===== src/rtl/ddr5_cmd_pkg.sv =====
`default_nettype none
// ============================================================================
// Module  : ddr5_cmd_pkg (package)
// Purpose : Definitions shared by the DDR5 CA-bus command encoder, its
//           packing sub-module and the controller FSM:
//           - cmd_op opcode values driven by the controller
//           - 5-bit UI1 opcode patterns placed on CA[4:0]
//           - CA bus width and the encoder state encoding
//           - op_is_legal(): which cmd_op values the encoder accepts
// Revision: 1.0 - initial release
// ============================================================================
package ddr5_cmd_pkg;

    localparam int CA_W = 14;

    // Controller command opcodes (cmd_op)
    localparam logic [3:0] c_op_act = 4'd8;
    localparam logic [3:0] c_op_wr  = 4'd7;
    localparam logic [3:0] c_op_wra = 4'd5;
    localparam logic [3:0] c_op_rd  = 4'd4;
    localparam logic [3:0] c_op_rda = 4'd12;
    localparam logic [3:0] c_op_pre = 4'd13;
    localparam logic [3:0] c_op_ref = 4'd14;

    // UI1 opcode patterns for CA[4:0]
    localparam logic [4:0] c_ui1_wr  = 5'b01101;
    localparam logic [4:0] c_ui1_rd  = 5'b11101;
    localparam logic [4:0] c_ui1_pre = 5'b11011;
    localparam logic [4:0] c_ui1_ref = 5'b10011;

    typedef enum logic [1:0] {
        ST_IDLE = 2'd0,
        ST_UI1  = 2'd1,
        ST_UI2  = 2'd2,
        ST_GAP  = 2'd3
    } state_t;

    function automatic logic op_is_legal(input logic [3:0] op);
        case (op)
            c_op_act, c_op_wr, c_op_wra, c_op_rd,
            c_op_rda, c_op_pre, c_op_ref: op_is_legal = 1'b1;
            default:                      op_is_legal = 1'b0;
        endcase
    endfunction

endpackage
`default_nettype wire


===== src/rtl/ddr5_ca_pack.sv =====
`default_nettype none
// ============================================================================
// Module  : ddr5_ca_pack
// Purpose : Combinational packer: command opcode + address fields -> the
//           CA words for UI1 and UI2, plus a flag telling whether the
//           command needs the second UI. Unused CA bits are always 0.
// Ports   : op      in  4      command opcode (cmd_op encoding)
//           bg      in  BG_W   bank group, zero-extended into CA[10:8]
//           ba      in  BA_W   bank, zero-extended into CA[7:6]
//           row     in  ROW_W  row address (ACT)
//           col     in  COL_W  column address (RD/WR), bits above 9 ignored
//           ui1     out 14     CA word for the first UI
//           ui2     out 14     CA word for the second UI (0 for 1-UI ops)
//           two_ui  out 1      op is a 2-UI command
// Revision: 1.0 - initial release
// ============================================================================
module ddr5_ca_pack
    import ddr5_cmd_pkg::*;
#(
    parameter int BG_W  = 3,
    parameter int BA_W  = 2,
    parameter int ROW_W = 16,
    parameter int COL_W = 10
) (
    input  logic [3:0]       op,
    input  logic [BG_W-1:0]  bg,
    input  logic [BA_W-1:0]  ba,
    input  logic [ROW_W-1:0] row,
    input  logic [COL_W-1:0] col,
    output logic [CA_W-1:0]  ui1,
    output logic [CA_W-1:0]  ui2,
    output logic             two_ui
);

    logic [2:0] w_bg;
    logic [1:0] w_ba;
    logic [9:0] w_col;
    logic       w_ap_n;
    logic       w_unused_col;

    assign w_bg   = 3'(bg);
    assign w_ba   = 2'(ba);
    assign w_col  = 10'(col);
    // Auto-precharge is active low on the bus: 0 for WRA/RDA.
    assign w_ap_n = !((op == c_op_wra) || (op == c_op_rda));
    assign w_unused_col = ^w_col[1:0];

    always_comb begin
        ui1    = '0;
        ui2    = '0;
        two_ui = 1'b0;
        case (op)
            c_op_act: begin
                ui1[5:2]  = row[3:0];
                ui1[7:6]  = w_ba;
                ui1[10:8] = w_bg;
                // Upper row bits land from CA[0] upward in UI2.
                for (int i = 4; i < ROW_W; i++) begin
                    ui2[i-4] = row[i];
                end
                two_ui = 1'b1;
            end
            c_op_wr, c_op_wra: begin
                ui1[4:0]  = c_ui1_wr;
                ui1[7:6]  = w_ba;
                ui1[10:8] = w_bg;
                ui2[0]    = 1'b1;
                ui2[7:1]  = w_col[9:3];
                ui2[9]    = 1'b1;
                ui2[10]   = w_ap_n;
                ui2[12]   = 1'b1;
                two_ui    = 1'b1;
            end
            c_op_rd, c_op_rda: begin
                ui1[4:0]  = c_ui1_rd;
                ui1[7:6]  = w_ba;
                ui1[10:8] = w_bg;
                ui2[7:0]  = w_col[9:2];
                ui2[9]    = 1'b1;
                ui2[10]   = w_ap_n;
                ui2[11]   = 1'b1;
                ui2[12]   = 1'b1;
                two_ui    = 1'b1;
            end
            c_op_pre: begin
                ui1[4:0]  = c_ui1_pre;
                ui1[7:6]  = w_ba;
                ui1[10:8] = w_bg;
            end
            c_op_ref: begin
                ui1[4:0]  = c_ui1_ref;
            end
            default: begin
                ui1 = '0;
            end
        endcase
    end

endmodule
`default_nettype wire


===== src/rtl/ddr5_ca_cmd_encoder.sv =====
`default_nettype none
// ============================================================================
// Module  : ddr5_ca_cmd_encoder
// Purpose : DDR5 CA-bus command encoder between scheduler and PHY. Takes one
//           command per valid/ready handshake, emits a 1-UI (PRE, REF) or
//           2-UI (ACT, RD, RDA, WR, WRA) packet on CS_o/CA, then holds the
//           bus idle for CMD_GAP cycles. Illegal opcodes are accepted,
//           dropped, and flagged with a one-cycle err_op pulse.
// Config  : DDR5_CA_PARITY_EN - adds CA_par, even parity of CA, registered
//           with CA (0 when idle and in reset).
// Ports   : clk        in  1      clock, posedge
//           rst        in  1      synchronous active-high reset
//           cmd_valid  in  1      command present
//           cmd_ready  out 1      high only in IDLE and out of reset
//           cmd_op     in  4      command opcode
//           BG/BA      in  BG_W/BA_W  bank group / bank
//           row        in  ROW_W  row address
//           col        in  COL_W  column address
//           CS_o       out 1      chip select, active low in UI1
//           CA         out 14     command/address bus
//           busy       out 1      packet or gap in progress
//           CA_par     out 1      CA parity (DDR5_CA_PARITY_EN only)
//           err_op     out 1      illegal op accepted and dropped
// Revision: 1.0 - initial release
// ============================================================================
module ddr5_ca_cmd_encoder
    import ddr5_cmd_pkg::*;
#(
    parameter int BG_W    = 3,
    parameter int BA_W    = 2,
    parameter int ROW_W   = 16,
    parameter int COL_W   = 10,
    parameter int CMD_GAP = 1
) (
    input  logic             clk,
    input  logic             rst,
    input  logic             cmd_valid,
    output logic             cmd_ready,
    input  logic [3:0]       cmd_op,
    input  logic [BG_W-1:0]  BG,
    input  logic [BA_W-1:0]  BA,
    input  logic [ROW_W-1:0] row,
    input  logic [COL_W-1:0] col,
    output logic             CS_o,
    output logic [CA_W-1:0]  CA,
    output logic             busy,
`ifdef DDR5_CA_PARITY_EN
    output logic             CA_par,
`endif
    output logic             err_op
);

    // GAP is entered already counting its first cycle.
    localparam logic [3:0] c_gap_load = (CMD_GAP > 0) ? 4'(CMD_GAP - 1) : 4'd0;

    state_t            r_state;
    state_t            w_next_state;
    logic [3:0]        r_gap_cnt;
    logic [3:0]        w_next_gap_cnt;
    logic              w_next_cs;
    logic [CA_W-1:0]   w_next_ca;
    logic              w_xfer;
    logic              w_legal;

    logic [3:0]        r_op;
    logic [BG_W-1:0]   r_bg;
    logic [BA_W-1:0]   r_ba;
    logic [ROW_W-1:0]  r_row;
    logic [COL_W-1:0]  r_col;

    logic              r_cs;
    logic [CA_W-1:0]   r_ca;
    logic              r_err;

    logic [CA_W-1:0]   w_ui1;
    logic [CA_W-1:0]   w_ui2;
    logic              w_two_ui;

    assign cmd_ready = (r_state == ST_IDLE) && !rst;
    assign w_xfer    = cmd_valid && cmd_ready;
    assign w_legal   = op_is_legal(cmd_op);

    // Packing works from the holding register so the address inputs are
    // free to change as soon as the handshake completes.
    ddr5_ca_pack #(
        .BG_W  (BG_W),
        .BA_W  (BA_W),
        .ROW_W (ROW_W),
        .COL_W (COL_W)
    ) u_pack (
        .op     (r_op),
        .bg     (r_bg),
        .ba     (r_ba),
        .row    (r_row),
        .col    (r_col),
        .ui1    (w_ui1),
        .ui2    (w_ui2),
        .two_ui (w_two_ui)
    );

    always_comb begin
        w_next_state   = r_state;
        w_next_gap_cnt = r_gap_cnt;
        w_next_cs      = 1'b1;
        w_next_ca      = '0;
        case (r_state)
            ST_IDLE: begin
                if (w_xfer && w_legal) begin
                    w_next_state = ST_UI1;
                end
            end
            ST_UI1: begin
                w_next_cs = 1'b0;
                w_next_ca = w_ui1;
                if (w_two_ui) begin
                    w_next_state = ST_UI2;
                end else if (CMD_GAP == 0) begin
                    w_next_state = ST_IDLE;
                end else begin
                    w_next_state   = ST_GAP;
                    w_next_gap_cnt = c_gap_load;
                end
            end
            ST_UI2: begin
                w_next_ca = w_ui2;
                if (CMD_GAP == 0) begin
                    w_next_state = ST_IDLE;
                end else begin
                    w_next_state   = ST_GAP;
                    w_next_gap_cnt = c_gap_load;
                end
            end
            ST_GAP: begin
                if (r_gap_cnt == 4'd0) begin
                    w_next_state = ST_IDLE;
                end else begin
                    w_next_gap_cnt = r_gap_cnt - 4'd1;
                end
            end
            default: begin
                w_next_state = ST_IDLE;
            end
        endcase
    end

    always_ff @(posedge clk) begin
        if (rst) begin
            r_state   <= ST_IDLE;
            r_gap_cnt <= 4'd0;
            r_cs      <= 1'b1;
            r_ca      <= '0;
            r_err     <= 1'b0;
        end else begin
            r_state   <= w_next_state;
            r_gap_cnt <= w_next_gap_cnt;
            r_cs      <= w_next_cs;
            r_ca      <= w_next_ca;
            r_err     <= w_xfer && !w_legal;
        end
    end

    always_ff @(posedge clk) begin
        if (w_xfer) begin
            r_op  <= cmd_op;
            r_bg  <= BG;
            r_ba  <= BA;
            r_row <= row;
            r_col <= col;
        end
    end

`ifdef DDR5_CA_PARITY_EN
    logic r_par;

    always_ff @(posedge clk) begin
        if (rst) begin
            r_par <= 1'b0;
        end else begin
            r_par <= ^w_next_ca;
        end
    end

    assign CA_par = r_par;
`endif

    assign CS_o   = r_cs;
    assign CA     = r_ca;
    assign err_op = r_err;
    assign busy   = (r_state != ST_IDLE);

endmodule
`default_nettype wire


===== config.mk =====
export PLATFORM = sky130hd
export DESIGN_NAME = ddr5_ca_cmd_encoder
export DESIGN_NICKNAME = d
export VERILOG_FILES = /design/src/rtl/ddr5_cmd_pkg.sv /design/src/rtl/ddr5_ca_pack.sv /design/src/rtl/ddr5_ca_cmd_encoder.sv
export SDC_FILE = /design/constraint.sdc
export NUM_CORES = 1
export LEC_CHECK = 0
export CORE_MARGIN = 4
export CORE_UTILIZATION = 30
export CTS_CLUSTER_SIZE = 25
export DETAILED_ROUTE_END_ITERATION = 10
export GPL_ROUTABILITY_DRIVEN = 0
export MAX_ROUTING_LAYER = met4
export PLACE_DENSITY = 0.57
export SLEW_MARGIN = 5
export SYNTH_ARGS = -nofsm -noshare
export SYNTH_HDL_FRONTEND = slang
export SYNTH_SLANG_ARGS = --single-unit
export TNS_END_PERCENT = 10

===== constraint.sdc =====
create_clock -name clk -period 5.56 [get_ports clk]
set_input_delay 1.112 -clock clk [delete_from_list [all_inputs] [get_ports clk]]
set_output_delay 1.112 -clock clk [all_outputs]
set_load 0.05 [all_outputs]

==> metrics.md <==
| Metric | Value |
|---|---|
| Status | `finished, final reports clean` |
| Unrepaired setup endpoints after global routing | `false` |
| Top-count cell post-synth | `edfxtp_1` |
| Crit path max fanout | `11` |
| Crit. Startpoint | `rst` |
| Area Overhead vs Synth | `32.4%` |
| First-pass GRT wire length | `~7300 um` |
| Asr flop ratio synth | `0%` |
| Tmin final | `3.88 ns` |
| Syn Area/Cell | `12.4 um^2` |
| Sequential fraction of the synthesis area | `a little under two thirds` |
| Starting density of the core | `30.8%` |
| GR Util All Layers | `11.1%` |
| DRC viols | `0` |
| Register area | `~1400 um^2` |
| Longest Clk Path Bufs | `2` |
| Vias per std cell | `4.70` |
| Footprint of the multi-input gates | `723 um^2` |
| I/O Buffers | `52` |
| DR iter-0 viols | `92` |
| Antenna Cells | `0` |
| WS Path Type | `in2out` |
| Combinational share of power | `24.5%` |
| Post-cts resize count | `0` |
| Flop pwr share | `approximately half` |
| Fin crit share | `69.8%` |
| Layout Skew | `0.00686 ns` |
| DR vias | `1545` |
| Switching power | `315 uW` |
| Worst reg-to-reg path cell count | `6` |
| Postcts setup bufs | `0` |
| R2r endpoint | `r_row[6]` |
| Lkg Pwr | `0.978 nW` |
| Clk pwr share | `26.5%` |
| Netlist Area Pre-Place | `2220 um^2` |
| Final Total Pwr | `1.02 mW` |
| Top cells by count, synth | `edfxtp_1 (33), dfxtp_1 (21), nand2_1 (11)` |
| Worst Hold Class | `reg2reg` |
| Post-synth EDFFs | `33` |
| Vias in the first global route | `1533` |
| Pins Over Slew Limit | `0` |
| Synthesized netlist cell count | `179` |
| Max_cap viols | `0` |
| Worst slew margin | `24.4%` |
| Synth Register Bits | `54` |
| FMAX | `0.258 GHz` |
| CP Capture Type | `primary output` |
| Final net count | `274` |
| R2R Path Start | `r_state[0]` |
| Grt ovf | `0` |
| # setup viols final | `0` |
| Synthesis Warnings | `0` |
| Switch share | `30.8%` |
| Post-route ant nets | `0` |
| Layout cells sized above 1 | `4.78%` |
| Fill count | `roughly 700` |
| Critical Path Start Type | `input pin` |
| Die Span X | `94.0 um` |
| Mapped Nets | `224` |
| Ys flop type | `edfxtp_1` |
| CP endpoint | `cmd_ready` |
| Slew @ Worst Pin | `1.13 ns` |
| Setup TNS | `0 ns` |
| Routed len/inst | `14.0 um` |
| P per Cell Area | `348 nW/um^2` |
| Die H | `94.0 um` |
| Final Util | `40.7%` |
| Top cells by area, synth | `edfxtp_1 (45%), dfxtp_1 (19%), ha_1 (3.9%)` |
| Clock sinks | `54` |
| CTS H-tree depth | `2` |
| Core area | `7210 um^2` |
| CTS tree | `done` |
| Clk slew on worst S/H paths | `0.10 ns` |
| Post-synth top area share | `44.6%` |
| Synth unique cells | `48` |
| Num ports | `56` |
| Drt total wl | `around 4600 um` |
| Crit path DAT | `2.77 ns` |
| DRT Pass-1 Iters | `4` |
| Root Buffer | `clkbuf_8` |
| Die area | `8840 um^2` |
| Largest net degree at the start of global routing | `26` |
| CTS buffer count | `5` |
| Req. time, crit path | `4.45 ns` |
| Internal Power | `708 uW` |
| Rows | `31` |
| Maximum VDD drop | `128 uV` |
| Worst skew pair latency | `just over 0.3 ns` |
| Post-DP HPWL | `3400 um` |
| Cts hold-fix bufs | `0` |
| Initial antenna violation count | `0` |
| Top cell type by total area after synthesis | `edfxtp_1` |
| Reg2reg setup slack | `3.10 ns` |
| Final hold vios | `0` |
cell families after synthesis:
| logic type | Yosys count | synth area share (%) |
|---|---|---|
| multiplexers | 2 | 1.07 |
| buffers and inverters | 19 | 3.83 |
| other | 1 | 0.169 |
| XOR/XNOR | 1 | 0.395 |
| adder cells (fa/ha/maj) | 7 | 3.95 |
| flip-flops | 54 | 63.6 |
| AND/OR/NAND/NOR | 48 | 11.8 |
| AO/OA/AOI/OAI | 47 | 15.2 |
through the flow:
step | std cells | hold slack (ns) | worst slack, ns | instance area, um^2
detailed placement | 321 | 0.441 | 1.66 | 2820
floorplan | 179 | 0.426 | 2.23 | 2220
global route | 329 | 0.492 | 1.59 | 2940
finish | 329 | 0.464 | 1.68 | 2940
CTS | 329 | 0.465 | 1.65 | 2940
global placement | 321 | 0.433 | 1.66 | 2820
sequential cells by signal, indices dropped and copies added (netlist names):
name and cells:
CA 13, CS_o 1, err_op 1, r_ba 2, r_bg 3, r_col 8
r_gap_cnt 4, r_op 4, r_row 16, r_state 2
routing by layer:
| layer | GRT usage [%] | part of all wire [%] | vias up | wire [um] |
|---|---|---|---|---|
| met5 | - | 0 | - | 0 |
| met4 | 4.21 | 1.1 | 0 | 49 |
| met3 | 2.96 | 5.6 | 8 | 257 |
| met2 | 18.2 | 49 | 52 | 2270 |
| met1 | 13.2 | 44 | 723 | 2030 |
| li1 | - | - | 762 | - |
worst min path at each step:
stage	from	to	slack, ns	cells past startpoint
global route	r_bg[0]	CA[8]	0.49	1
finish	r_ba[1]	CA[7]	0.46	1
floorplan	r_bg[2]	CA[10]	0.43	1
detailed placement	r_ba[1]	CA[7]	0.44	1
global placement	r_ba[0]	CA[6]	0.43	1
CTS	r_ba[1]	CA[7]	0.47	1
cells in the final DEF (no fill, tap or decap), types with 5 or more instances in the layout:
cell and instances:
a21oi_1 10, clkbuf_8 5, clkdlybuf4s50_1 52, dfxtp_1 21
edfxtp_1 33, ha_1 7, inv_1 9, nand2_1 11
nand2b_1 5, nor2_1 8, nor2b_1 5, o21ai_0 5
cell type report:
class                   instances  share of cell area, %
repair buffers                 53                   18.0
well taps                      99                   4.22
clock inverters                 3                   1.66
multi-input cells             106                   24.6
flip-flops and latches         54                   48.0
clock buffers                   5                   2.34
inverters                       9                   1.15
critical path: stages:
cell and delay, ns:
clkdlybuf4s50_1 0.59, nor2_1 0.24, clkdlybuf4s50_1 0.83
power groups by stage:
stage	Clock, mW	Combinational, mW	Sequential [mW]
2_1_floorplan	0	0.150	0.522
3_3_place_gp	0	0.250	0.511
3_5_place_dp	0	0.252	0.511
4_1_cts	0.278	0.253	0.502
5_1_grt	0.297	0.271	0.507
6_report	0.271	0.251	0.501
No activity file was read; power rests on OpenSTA's default activity.
